File: config.mk
export PLATFORM = sky130hd
export DESIGN_NAME = reg_write_arbiter_flat
export DESIGN_NICKNAME = d
export VERILOG_FILES = /design/src/rtl/reg_write_if.sv /design/src/rtl/reg_write_arbiter.sv /design/src/flat_wrapper.sv
export SDC_FILE = /design/constraint.sdc
export NUM_CORES = 1
export LEC_CHECK = 0
export CAP_MARGIN = 20
export CORE_MARGIN = 4
export CORE_UTILIZATION = 43
export DETAILED_ROUTE_END_ITERATION = 8
export GPL_TIMING_DRIVEN = 0
export MAX_ROUTING_LAYER = met4
export PLACE_DENSITY = 0.83
export SETUP_SLACK_MARGIN = 0.2
export SLEW_MARGIN = 20
export SYNTH_ARGS = -nofsm -noshare
export SYNTH_HDL_FRONTEND = slang
export SYNTH_SLANG_ARGS = --single-unit
File: constraint.sdc
create_clock -name clk -period 1.8 [get_ports clk]
set_clock_uncertainty 0.15 [all_clocks]
set_input_delay 0.45 -clock clk [delete_from_list [all_inputs] [get_ports clk]]
set_output_delay 0.45 -clock clk [all_outputs]
set_load 0.1 [all_outputs]
File: src/rtl/reg_write_if.sv
// Bus bundle between the writers and the shared-register arbiter:
// per-writer request/data in, one-hot acknowledge and register state out.
interface reg_write_if #(
  parameter int N = 4,
  parameter int M = 4
);
  localparam int IW = (M > 1) ? $clog2(M) : 1;

  logic [M-1:0]   req;
  logic [M*N-1:0] wdata;
  logic [M-1:0]   ack;
  logic [N-1:0]   q;
  logic [IW-1:0]  owner;
  logic           busy;

  modport master (output req, wdata, input ack, q, owner, busy);
  modport slave  (input req, wdata, output ack, q, owner, busy);
endinterface

File: src/rtl/reg_write_arbiter.sv
// Round-robin arbiter granting M writers access to one shared N-bit register
// through a 4-phase req/ack handshake (IDLE -> GRANT -> ACK -> IDLE).
module reg_write_arbiter #(
  parameter int N = 4,
  parameter int M = 4
) (
  input  logic        clk,
  input  logic        rst,
  reg_write_if.slave  bus
);
  localparam int IW = (M > 1) ? $clog2(M) : 1;

  typedef enum logic [1:0] {IDLE, GRANT, ACK} state_t;

  state_t        state_q, state_d;
  logic [IW-1:0] owner_q, owner_d;
  logic [IW-1:0] last_q,  last_d;
  logic [N-1:0]  q_q,     q_d;
  logic [M-1:0]  ack_q,   ack_d;

  logic [N-1:0]  wslice [M];
  logic [IW-1:0] pick;
  logic [IW-1:0] cand;
  logic          found;

  always_comb begin
    for (int i = 0; i < M; i++) begin
      wslice[i] = bus.wdata[i*N +: N];
    end
  end

  // Search starts just past the last completed winner and wraps to 0.
  always_comb begin
    pick  = last_q;
    cand  = '0;
    found = 1'b0;
    for (int k = 1; k <= M; k++) begin
      cand = IW'((int'(last_q) + k) % M);
      if (!found && bus.req[cand]) begin
        pick  = cand;
        found = 1'b1;
      end
    end
  end

  always_comb begin
    state_d = state_q;
    owner_d = owner_q;
    last_d  = last_q;
    q_d     = q_q;
    ack_d   = ack_q;
    case (state_q)
      IDLE: begin
        if (|bus.req) begin
          owner_d = pick;
          state_d = GRANT;
        end
      end
      GRANT: begin
        // A withdrawn request aborts without writing or advancing rotation.
        if (bus.req[owner_q]) begin
          q_d            = wslice[owner_q];
          ack_d          = '0;
          ack_d[owner_q] = 1'b1;
          state_d        = ACK;
        end else begin
          state_d = IDLE;
        end
      end
      ACK: begin
        if (!bus.req[owner_q]) begin
          ack_d   = '0;
          last_d  = owner_q;
          state_d = IDLE;
        end
      end
      default: state_d = IDLE;
    endcase
  end

  always_ff @(posedge clk or negedge rst) begin
    if (!rst) begin
      state_q <= IDLE;
      owner_q <= '0;
      last_q  <= IW'(M - 1);
      q_q     <= '0;
      ack_q   <= '0;
    end else begin
      state_q <= state_d;
      owner_q <= owner_d;
      last_q  <= last_d;
      q_q     <= q_d;
      ack_q   <= ack_d;
    end
  end

  assign bus.q     = q_q;
  assign bus.ack   = ack_q;
  assign bus.owner = owner_q;
  assign bus.busy  = (state_q != IDLE);
endmodule

File: src/flat_wrapper.sv
// flat-port wrapper written by rule: the top's interface ports become plain ports
module reg_write_arbiter_flat 
#(
  parameter int N = 4,
  parameter int M = 4
)
  (clk, rst, bus_req, bus_wdata, bus_ack, bus_q, bus_owner, bus_busy);
  reg_write_if #(.N(N), .M(M)) bus_i ();
  input  logic clk;
  input  logic rst;
  input wire logic [$bits(bus_i.req)-1:0] bus_req;
  input wire logic [$bits(bus_i.wdata)-1:0] bus_wdata;
  output wire logic [$bits(bus_i.ack)-1:0] bus_ack;
  output wire logic [$bits(bus_i.q)-1:0] bus_q;
  output wire logic [$bits(bus_i.owner)-1:0] bus_owner;
  output wire logic [$bits(bus_i.busy)-1:0] bus_busy;
  assign bus_i.req = bus_req;
  assign bus_i.wdata = bus_wdata;
  assign bus_ack = bus_i.ack;
  assign bus_q = bus_i.q;
  assign bus_owner = bus_i.owner;
  assign bus_busy = bus_i.busy;
  reg_write_arbiter #(.N(N), .M(M)) u_core (.clk(clk), .rst(rst), .bus(bus_i));
endmodule
==> run_results.csv <==
group,metric,value,unit
status,run_status,"finished, violations left",
status,violations,"negative setup slack",
detailed_routing,met2_wire_len,1540,um
finish,final_core_util,80.0,%
synthesis,post-synth-top-area-cell,"dfrtp_1",
finish,area_delta_synth_final,67.7,%
timing,transition_at_the_pin_with_the_smallest_max_transition_slack,0.647,ns
synthesis,ys_seq_area_share,41.0,%
global_route,grt_start_max_net_pins,15,
global_route,grt_overflow,0,
worst_setup_path,end_kind,"primary output",
detailed_routing,met3RoutedLength,115,um
timing,rsz0062_at_grt,"true",
synthesis,yosys_register_bits,14,
detailed_routing,wl_per_cell,18.3,um
die,core_area,0.00180,mm^2
timing,fmax,546,MHz
worst_setup_path,worst_path_fanout_max,3,
global_route,first_global_vias,897,
die,placementRows,15,
die,floorplan.die.width,52.7,um
detailed_routing,route.detailed.vias_per_inst,5.73,
synthesis,post-synth-top-area-fraction,34.9,%
synthesis,synth-edff-count,0,
timing,timing.final.hold_violations,0,
clocking,ctsRootBufferMaster,"clkbuf_4",
global_route,initial_antenna_violation_count,0,
timing,timing_max_transition_violations_final,0,
synthesis,yosysWarningCount,0,
detailed_routing,topRoutingLayerUsed,"met4",
synthesis,yosys_most_used_dff,"dfrtp_1",
synthesis,netlist_top_cells_area,"dfrtp_1 35%, mux4_2 13%, mux2_2 6.6%",
clocking,clk-insertion-delay-late,0.28,ns
worst_setup_path,critical_path_arrival,1.23,ns
timing,min_period_over_period,102,%
detailed_routing,drt_first_pass_iters,4,
clocking,cts_hold_buffers,0,
clocking,clk_pin_slew,0.08,ns
timing,fin_ws,-0.0316,ns
worst_hold_path,worst_hold_path_type,"reg2reg",
die,design.die.area,0.00278,mm^2
detailed_routing,route.detailed.drc,0,
clocking,ctsLongestPathBuffers,2,
job,drv_cap,0,
worst_setup_path,crit_type,"reg2out",
clocking,tritoncts.num_buffers,3,
clocking,clock_sink_count,14,
global_route,grt_pass1_wl,4370,um
finish,layout_common_cells,"17 x clkdlybuf4s50_1, 16 x buf_4, 10 x dfrtp_1",
synthesis,netlist-cell-type-count,28,
clocking,cts_tree,"done",
timing,slew-limit-headroom,56.5,%
timing,finalSetupViolations,7,
finish,finalNetCount,149,
synthesis,area_of_the_mapped_netlist,860,um^2
detailed_routing,wirelength,2700,um
synthesis,post_syn_instances,78,
placed_design,hpwl,1780,um
detailed_routing,drt_first_iter_violations,15,
finish,final_layout_size_suffix_gt1_share,51.2,%
detailed_routing,m1WireLength,967,um
worst_setup_path,worstSetupStartpointType,"flip-flop",
worst_setup_path,worst_ep_required,1.20,ns
die,effective_utilization_at_floorplan,47.7,%
synthesis,syn_avg_cell_area,11.0,um^2
detailed_routing,vias,848,
finish,most_common_cell_after_layout_fill_and_taps_aside,"clkdlybuf4s50_1",
detailed_routing,antenna_left,0,
global_route,grt_use_total,22.8,%
die,fp.dieH,52.7,um
placed_design,gp_congestion,0.866,
synthesis,synthArstFlopShare,100,%
clocking,htreeDepth,1,
die,pin_count,33,
finish,n_antenna_cell,0,
synthesis,synthesis.nets,103,
placed_design,count_of_input_and_output_buffers,32,
timing,final_period_minus_worst_setup_slack,1.83,ns
==> per-layer routing <==
metal  global-route usage (%)  up-vias
met1                     24.9      417
li1                         -      384
met3                     5.70       11
met4                     7.23        0
met5                        -        -
met2                     40.3       36
==> layout make-up <==
type,count,area (um^2)
Timing Repair Buffer,41,402
Fill cell,111,360
Sequential cell,14,360
Tap cell,25,31.3
Inverter,6,26.3
Buffer,2,18.8
Clock buffer,4,36.3
Multi-Input combinational cell,56,567
==> cell usage after synthesis (2+ instances only) <==
library cell  count
dfrtp_1          12
inv_1             6
nor2_1            6
o21ai_0           6
mux2_2            5
mux4_2            5
nand2_1           5
a21oi_1           4
o2bb2ai_1         4
ha_1              3
o21bai_1          3
buf_2             2
dfstp_2           2
==> flip-flops by register name, summed over array words and instances, names as in the netlist <==
signal / flops
u_core.bus.owner: 2
u_core.bus.ack: 4
u_core.state_q: 2
u_core.last_q: 2
u_core.bus.q: 4
==> cells by family after synthesis <==
family / share of synthesized area, %
AOI/OAI and AO/OA: 19.4
adders and majority gates: 4.37
buffers and inverters: 3.78
DFF: 41.0
muxes: 20.8
and+or+nand+nor: 10.6
==> worst paths after layout <==
kind	startpoint	end	slack, ns	cells past startpoint
min	u_core.bus.ack[2]	u_core.bus.ack[2]	0.35	1
min in group asynchronous	rst	u_core.bus.q[0]	0.40	1
min reg2reg	u_core.bus.ack[2]	u_core.bus.ack[2]	0.35	1
max in group asynchronous	rst	u_core.bus.owner[1]	0.65	1
max	u_core.state_q[1]	bus_busy	-0.03	4
max reg2reg	u_core.bus.owner[0]	u_core.bus.ack[1]	-0.02	5
==> timing repair <==
| item | in CTS | in global routing |
|---|---|---|
| setup endpoints to repair | 25 | 17 |
| gates resized for setup | 98 | 6 |
| pin swaps | 9 | 6 |
| buffers inserted | 5 | 4 |
==> worst max-delay path: stages (launching register included) <==
cell and delay (ns):
dfrtp_1 0.40, inv_2 0.10, ha_4 0.16, clkinvlp_4 0.11, buf_12 0.18
==> per-stage QoR <==
step                      hold WS (ns)  cells  setup WS (ns)  TNS, ns  instance area, um^2
after floorplan                0.00441     78         -0.121    -1.09                  905
after global placement           0.328    135         -0.631   -10.10                 1260
after detailed placement         0.329    135         -0.654   -10.37                 1260
after CTS                        0.359    144        -0.0333  -0.0333                 1390
after global routing             0.388    148        -0.0879   -0.475                 1440
final                            0.352    148        -0.0316   -0.124                 1440
Power is not shown: default switching activity piles up to over one toggle a cycle in this logic, so the estimate is an artifact.
==> patch, RTL diff (config.mk and constraints unchanged) <==
Reset style: synchronous (`rst`), changed in one clocked block.
--- a/src/rtl/reg_write_arbiter.sv
+++ b/src/rtl/reg_write_arbiter.sv
@@ -80,3 +80,3 @@
 
-  always_ff @(posedge clk or negedge rst) begin
+  always_ff @(posedge clk) begin
     if (!rst) begin
Check against the original RTL: differs if rst is asserted again (counterexample within 4 cycles, from zero or initial values and one cycle with rst low); with rst held inactive, the same outputs for 10 cycles.
==> patch against the original RTL <==
Synthesized area is 6.1% lower; register-to-register slack improved by 0.10 ns; sequential share of layout area is 2.8 points lower; worst hold slack got worse by 0.065 ns; sequential cell count unchanged; final area decreased by 9.4%; synthesized cell count grew 12%; wire length fell by 8.0%; worst setup slack better by 0.079 ns; highest routed layer unchanged.
==> patch: results (changes against the original RTL) <==
Status -> complete, no violations (was finished with violations)
Routability cong. -> 0.823 (was 0.866)
Number of multi-input logic gates -> 62 (was 56)
Largest net degree at the start of global routing -> 11 (was 15)
Routed vias -> 840 (was 848)
Reg2Reg Depth -> 4 (was 5)
GRT Total Usage -> 21.0% (was 22.8%)
Fraction of layout instances using a drive strength above 1 -> 42.2% (was 51.2%)
CTS max path bufs -> 2 (unchanged)
Syn Nets -> 112 (was 103)
Hold WS -> 0.287 ns (was 0.352 ns)
Slowest stage delay, CP -> 0.34 ns (was 0.40 ns)
Logic inverters -> 8 (was 6)
Fillers -> 137 (was 111)
First-pass GRT wire length -> 3890 µm (was 4370 µm)
FF-to-FF End -> u_core.state_q[0] (was u_core.bus.ack[1])
Placed Area -> 1200 µm² (was 1260 µm²)
Asr flop ratio synth -> 0% (was 100%)
Hold EP -> u_core.last_q[1] (was u_core.bus.ack[2])
HPWL after DPL -> 1720 µm (was 1780 µm)
Crit Reg-Reg Startpoint -> u_core.bus.owner[0] (unchanged)
Htree depth -> 1 (unchanged)
Crit path from -> u_core.state_q[1] (unchanged)
Synth top area cells -> dfxtp_1, mux4_2, ha_1 (was dfrtp_1, mux4_2, mux2_2)
Clock-cell share of area -> 2.78% (was 2.52%)
Clk pwr share -> 20.4%
Crit path DAT -> 1.15 ns (was 1.23 ns)
Root Driver -> clkbuf_4 (unchanged)
Final #Nets -> 154 (was 149)
Footprint of the multi-input gates -> 561 µm² (was 567 µm²)
Post-Place Setup Slack -> -0.637 ns (was -0.654 ns)
Worst Slack Setup Final -> 0.0473 ns (was -0.0316 ns)
DR iter-0 viols -> 18 (was 15)
VDD IR max -> 0.625 mV
Non-clock buffers -> 40 (was 43)
Signal buffers share of area -> 27.1% (was 29.2%)
Dpl cells -> 143 (was 135)
Hold path start -> rst (was u_core.bus.ack[2])
Delay-heaviest family, CP -> buffers and inverters (was flip-flops)
Seq area share -> 22.2% (was 25.0%)
Post-synth top cells -> dfxtp_1, inv_1, a21oi_1, nand2_1, nor2_1 (was dfrtp_1, inv_1, nor2_1, o21ai_0)
Vias/cell -> 5.49 (was 5.73)
Cell count after synthesis -> 87 (was 78)
WHS Path Cells -> 2 (was 1)
FF-to-FF setup slack -> 0.08 ns (was -0.02 ns)
Worst rel slew slack -> 50.9% (was 56.5%)
Routed wire length -> 2490 µm (was 2700 µm)
Vias in the first global route -> 827 (was 897)
Pre-antenna DRT Iters -> 4 (unchanged)
Crit-path slowest cell -> dfxtp_2 (was dfrtp_1)
Hold WC Path Type -> input port to flip-flop (was flip-flop to flip-flop)
Setup CP Type -> flip-flop to primary output (unchanged)
P_comb -> 0.548 mW
Register area share after synthesis -> 34.7% (was 41.0%)
IO buf count -> 31 (was 32)
==> patch: cell count changes after synthesis, sizes merged, moves of 3 or more <==
cell   change
dfxtp     +14
nand3      +4
a21oi      +3
dfrtp     -12
mux2       -5
==> patch: timing repair <==
action	CTS	global route
setup endpoints to repair	25	15
hold endpoints to repair	0	0
buffers inserted	5	1
hold buffers	0	0
gates resized for setup	94	2
pin swaps	5	4
==> patch: logic make-up after synthesis <==
family / synth area share (%)
mux: 17.7
fa+ha+maj: 4.65
buf+inv: 5.58
simple gates: 17.5
flops: 34.7
compound gates: 19.8
==> patch: layer usage <==
metal | track usage (%) | wire length [µm] | up-vias
met4 | 3.93 | 15 | 0
met2 | 38.0 | 1420 | 21
met1 | 23.1 | 952 | 414
li1 | - | - | 403
met3 | 6.12 | 100 | 2
met5 | - | 0 | -
